$ cat config.mk
export PLATFORM = sky130hd
export DESIGN_NAME = text_ram_arbiter
export DESIGN_NICKNAME = d
export VERILOG_FILES = /design/src/rtl/text_ram_arbiter.sv
export SDC_FILE = /design/constraint.sdc
export NUM_CORES = 1
export LEC_CHECK = 0
export BUFFER_PORTS_ARGS = -buffer_cell sky130_fd_sc_hd__buf_2
export CORE_ASPECT_RATIO = 1.75
export CORE_MARGIN = 2
export CORE_UTILIZATION = 36
export DETAILED_ROUTE_END_ITERATION = 8
export PLACE_DENSITY = 0.72
export RECOVER_POWER = 25
export SLEW_MARGIN = 10
export SYNTH_ARGS = -nofsm -noshare
export SYNTH_HDL_FRONTEND = slang
export SYNTH_SLANG_ARGS = --single-unit
$ cat constraint.sdc
create_clock -name clk_i -period 1.74 [get_ports clk_i]
set_input_delay 0.087 -clock clk_i [delete_from_list [all_inputs] [get_ports clk_i]]
set_output_delay 0.087 -clock clk_i [all_outputs]
set_load 0.01 [all_outputs]
$ cat src/rtl/text_ram_arbiter.sv
// text_ram_arbiter: shares the 1024x8 text RAM between scanout, a host port and a clear-screen fill engine.
// Ports:
//   clk_i, reset_i (sync, active-low)
//   hpos_i/vpos_i      beam position; hpos_i[2:0]==DISP_SLOT reserves the cycle for the display fetch
//   disp_char_o        character code of the current cell, valid 2 clocks after its fetch slot
//   host_*             valid/ready request port; reads return on host_rdata_o with a host_rvalid_o pulse
//   clear_start_i, fill_byte_i, clear_busy_o, clear_done_o   whole-RAM fill engine
//   ram_addr_o/ram_din_o/ram_we_o/ram_dout_i                 RAM_sync interface (one-cycle read latency)
module text_ram_arbiter #(
    parameter int ADDR_W    = 10,
    parameter int DATA_W    = 8,
    parameter int DISP_SLOT = 0
) (
    input  logic              clk_i,
    input  logic              reset_i,
    input  logic [9:0]        hpos_i,
    input  logic [9:0]        vpos_i,
    output logic [DATA_W-1:0] disp_char_o,
    input  logic              host_valid_i,
    input  logic              host_we_i,
    input  logic [ADDR_W-1:0] host_addr_i,
    input  logic [DATA_W-1:0] host_wdata_i,
    output logic              host_ready_o,
    output logic [DATA_W-1:0] host_rdata_o,
    output logic              host_rvalid_o,
    input  logic              clear_start_i,
    input  logic [DATA_W-1:0] fill_byte_i,
    output logic              clear_busy_o,
    output logic              clear_done_o,
    output logic [ADDR_W-1:0] ram_addr_o,
    output logic [DATA_W-1:0] ram_din_o,
    output logic              ram_we_o,
    input  logic [DATA_W-1:0] ram_dout_i
);
    typedef enum logic {IDLE, FILL} state_e;
    state_e            state_q, state_d;
    logic [ADDR_W-1:0] cnt_q, cnt_d;
    logic [DATA_W-1:0] fill_q, fill_d;
    logic              done_d;
    logic              disp_pend_q, rd_pend_q;
    logic [DATA_W-1:0] disp_char_q, host_rdata_q;
    logic              host_rvalid_q, clear_done_q;
    logic              disp_slot, fill_we;
    logic              unused_pos;
    // Only 32x32 cells are addressable; higher beam bits alias.
    assign unused_pos = ^{hpos_i[9:8], vpos_i[9:8], vpos_i[2:0]};
    always_comb begin
        disp_slot    = hpos_i[2:0] == DISP_SLOT[2:0];
        fill_we      = reset_i && state_q == FILL && !disp_slot;
        host_ready_o = reset_i && host_valid_i && state_q == IDLE && !clear_start_i && !disp_slot;
        state_d      = state_q;
        cnt_d        = cnt_q;
        fill_d       = fill_q;
        done_d       = 1'b0;
        if (state_q == IDLE && clear_start_i) begin
            state_d = FILL;
            cnt_d   = '0;
            fill_d  = fill_byte_i;
        end
        // The write at the all-ones address is the last one; no wrap-around pass.
        if (fill_we) begin
            cnt_d = cnt_q + 1'b1;
            if (&cnt_q) begin
                state_d = IDLE;
                done_d  = 1'b1;
            end
        end
        ram_addr_o = disp_slot ? ADDR_W'({vpos_i[7:3], hpos_i[7:3]})
                   : state_q == FILL ? cnt_q : host_addr_i;
        ram_din_o  = state_q == FILL ? fill_q : host_wdata_i;
        ram_we_o   = fill_we || (host_ready_o && host_we_i);
    end
    always_ff @(posedge clk_i) begin
        if (!reset_i) begin
            state_q       <= IDLE;
            cnt_q         <= '0;
            fill_q        <= '0;
            disp_pend_q   <= 1'b0;
            rd_pend_q     <= 1'b0;
            disp_char_q   <= '0;
            host_rdata_q  <= '0;
            host_rvalid_q <= 1'b0;
            clear_done_q  <= 1'b0;
        end else begin
            state_q       <= state_d;
            cnt_q         <= cnt_d;
            fill_q        <= fill_d;
            clear_done_q  <= done_d;
            // RAM data for a request appears the cycle after it; these flags mark whose data that is.
            disp_pend_q   <= disp_slot;
            rd_pend_q     <= host_ready_o && !host_we_i;
            host_rvalid_q <= rd_pend_q;
            if (disp_pend_q) disp_char_q <= ram_dout_i;
            if (rd_pend_q) host_rdata_q <= ram_dout_i;
        end
    end
    assign disp_char_o   = disp_char_q;
    assign host_rdata_o  = host_rdata_q;
    assign host_rvalid_o = host_rvalid_q;
    assign clear_busy_o  = state_q == FILL;
    assign clear_done_o  = clear_done_q;
endmodule
==> impl_metrics.env <==
export IMPL_cp_start_kind="register"
export IMPL_rsz0062_at_grt="no"
export IMPL_syn_num_nets=275
export IMPL_fin_skew_ps=5.64
export IMPL_cellLeakagePower_nw=1.07
export IMPL_p_total_mw=2.13
export IMPL_ios=98
export IMPL_synth_top_cell_area_share_pct=41.5
export IMPL_antenna_cells=0
export IMPL_synth_area_sq_um=1880
export IMPL_ant_nets=0
export IMPL_final_nets=365
export IMPL_totalWireLength_mm=4.75
export IMPL_cp_required_ps=1650
export IMPL_dp_slack_ps=220
export IMPL_r2r_end="cnt_q[8]$_SDFFE_PN0P_"
export IMPL_finalWeightedCongestion=0.819
export IMPL_path_common_cell="buf_4"
export IMPL_fin_setup_tns_ps=0
export IMPL_clock_sinks=39
export IMPL_violations="DRC"
export IMPL_overflow=0
export IMPL_ff2ff_setup_slack_ps=260
export IMPL_drt_initial_drc_count=101
export IMPL_maxCapViolCount=0
export IMPL_worstSetupEndpointType="output pin"
export IMPL_grt_pass1_wl_mm=7.61
export IMPL_fin_crit_ps=1620
export IMPL_period_share_pct=93.4
export IMPL_first_global_vias=1745
export IMPL_crit_path_top_delay_cell="dfxtp_2"
export IMPL_rr_worst_depth=4
export IMPL_setup_viol=0
export IMPL_cp_slowest_stage_delay_ps=410
export IMPL_cts_buffers=5
export IMPL_crit_type="reg2out"
export IMPL_die_y_um=99.6
export IMPL_hold_viol_final=0
export IMPL_synth_area_top_cells="dfxtp_1, mux2i_1, nor2_1, a21oi_1, mux2_2"
export IMPL_ys_types=35
export IMPL_antenna_found_initial=0
export IMPL_crit_path_max_fanout=11
export IMPL_fmax_mhz=616
export IMPL_setup_slack_ps=116
export IMPL_holdCritPathClass="in2reg"
export IMPL_drt_first_pass_iters=6
export IMPL_worst_pin_slew_ps=701
export IMPL_via_per_inst=5.07
export IMPL_areaGrowthSynthToFinish_pct=33.0
export IMPL_critPathArrivalTime_ps=1540
export IMPL_peakVddDrop_uv=344
export IMPL_drive_gt1_share_pct=32.4
export IMPL_status="finished with violations"
export IMPL_cts_root_buffer="clkbuf_8"
export IMPL_initial_core_util_pct=37.5
export IMPL_clock_latency_ps=290
export IMPL_core_area_sq_um=5020
export IMPL_htree_levels=2
export IMPL_fp_row_count=34
export IMPL_synthCells=215
export IMPL_setup_worst_path_start="clear_busy_o$_SDFF_PN0_"
export IMPL_dp_hpwl_mm=3.61
export IMPL_die_area_sq_um=5840
export IMPL_clock_path_buffers=2
export IMPL_grt_usage_pct=16.5
export IMPL_io_buffer_count=90
export IMPL_die_x_um=58.7
export IMPL_r2r_start="cnt_q[0]$_SDFFE_PN0P_"
export IMPL_vias=1824
export IMPL_p_per_area_nw_per_um2=849
export IMPL_post_synth_top_count_cell="dfxtp_1"
export IMPL_synth_seq_cells=39
export IMPL_slew_viol_final=0
export IMPL_clkTransAtPathRegs_ps=80
export IMPL_avgSynthCellArea_sq_um=8.75
export IMPL_crit_chain="buf_4, buf_4, mux2i_1, a21oi_1, buf_2"
export IMPL_cp_endpoint="ram_addr_o[7]"
export IMPL_synth_edf_count=0
export IMPL_wire_per_inst_um=13.2
export IMPL_cts_tree="built"
export IMPL_ys_seq_area_share_pct=41.5
export IMPL_synthFlopType="dfxtp_1"
export IMPL_synthArstFlopShare_pct=0
export IMPL_drt_drc_violations_left=9
export IMPL_maxSlewHeadroom_pct=53.3
export IMPL_synthTopCellsByCount="dfxtp_1, nor2_1, mux2i_1, nand2_1, a21oi_1"
export IMPL_synth_largest_area_cell="dfxtp_1"
export IMPL_ys_warn_count=0
export IMPL_grt_max_degree=29
## logic make-up after synthesis
group / count (synthesis) / synth area share, %
simple gates: 82 / 20.5
flops: 39 / 41.5
mux: 36 / 19.7
compound gates: 35 / 11.9
buf+inv: 21 / 5.32
xor+xnor: 1 / 0.466
fa+ha+maj: 1 / 0.665
## how the worst min path moves through the flow
stage / end / cells after the start / startpoint
after CTS: fill_q[3]$_SDFFE_PN0P_ / 3 / fill_byte_i[3]
after detailed placement: rd_pend_q$_SDFF_PN0_ / 2 / host_we_i
final: fill_q[3]$_SDFFE_PN0P_ / 3 / fill_byte_i[3]
after floorplan: rd_pend_q$_SDFF_PN0_ / 1 / host_we_i
after global routing: fill_q[4]$_SDFFE_PN0P_ / 3 / fill_byte_i[4]
after global placement: rd_pend_q$_SDFF_PN0_ / 2 / host_we_i
## placed cells by master (no fill, tap or decap)
| cell | Yosys | routed |
|---|---|---|
| nor4b_1 | 1 | 1 |
| a31oi_1 | 2 | 2 |
| o2111ai_1 | 1 | 1 |
| o311ai_4 | 1 | 1 |
| a21oi_1 | 20 | 20 |
| or4_1 | 3 | 3 |
| nand2b_1 | 2 | 2 |
| nor2_1 | 29 | 29 |
| mux2_2 | 8 | 8 |
| nor2b_1 | 4 | 4 |
| o211ai_1 | 1 | 1 |
| nand3_1 | 8 | 8 |
| clkbuf_8 | 0 | 5 |
| and2_1 | 1 | 1 |
| nor3_1 | 1 | 1 |
| buf_2 | 8 | 72 |
| nand4_1 | 8 | 8 |
| o41ai_1 | 1 | 1 |
| mux2i_1 | 28 | 28 |
| xor2_1 | 1 | 1 |
| clkbuf_1 | 5 | 19 |
| inv_1 | 3 | 3 |
| o31ai_1 | 1 | 1 |
| o311a_1 | 1 | 1 |
| bufinv_16 | 0 | 2 |
| inv_2 | 1 | 1 |
| or3_1 | 2 | 2 |
| ha_1 | 1 | 1 |
| dfxtp_2 | 0 | 1 |
| o311ai_0 | 2 | 2 |
| and3_1 | 1 | 1 |
| dlygate4sd3_1 | 0 | 1 |
| nand2_1 | 21 | 21 |
| and4_1 | 1 | 1 |
| dfxtp_1 | 39 | 38 |
| buf_4 | 1 | 9 |
| o21ai_0 | 5 | 5 |
## metrics by stage
stage / area [sq um] / hold slack, ps / utilization (%) / std cells
detailed placement: 2380 / 265 / 47.5 / 351
finish: 2500 / 32.3 / 49.9 / 360
global route: 2500 / 41.7 / 49.9 / 360
CTS: 2530 / 28.5 / 50.3 / 360
floorplan: 1880 / 159 / - / 215
global placement: 2380 / 262 / 47.5 / 351
## critical path: cells and delay by family (launching register included)
kind | cells | cell delay [ps]
buf+inv | 3 | 540
compound gates | 1 | 80
flops | 1 | 410
mux | 1 | 220
## sequential cells by signal, indices dropped and copies added, names as in the netlist
signal,count
cnt_q,10
disp_char_o,8
fill_q,8
host_rdata_o,8
clear_busy_o,1
clear_done_o,1
disp_pend_q,1
host_rvalid_o,1
rd_pend_q,1
## timing repair
action                                  in CTS  in global routing
resized for setup                            1                  0
endpoints found under the hold margin        1                  0
hold buffers                                 1                  0
setup buffers                                0                  0
endpoints found under the setup margin       2                  0
## metal layers
layer	track usage (%)	vias up	part of all wire, %
met5	0	-	0
met4	6.47	0	1.3
met3	3.25	6	5.0
met2	31.1	52	53
met1	17.0	831	41
li1	-	935	-
## report_power, final
group          leakage, nW  total [mW]  internal [mW]  switching, mW
combinational        0.691       0.307          0.150          0.158
sequential           0.317       0.934          0.916         0.0184
clock               0.0654       0.884          0.573          0.311
## area by class of cell
cell class / instances / area, sq um
Fill cell: 505 / 2520
Multi-Input combinational cell: 155 / 1000
Tap cell: 54 / 67.6
Sequential cell: 39 / 782
Clock inverter: 2 / 60.1
Clock buffer: 6 / 72.6
Timing Repair Buffer: 100 / 505
Inverter: 4 / 15.0
No activity file was read; power rests on OpenSTA's default activity.
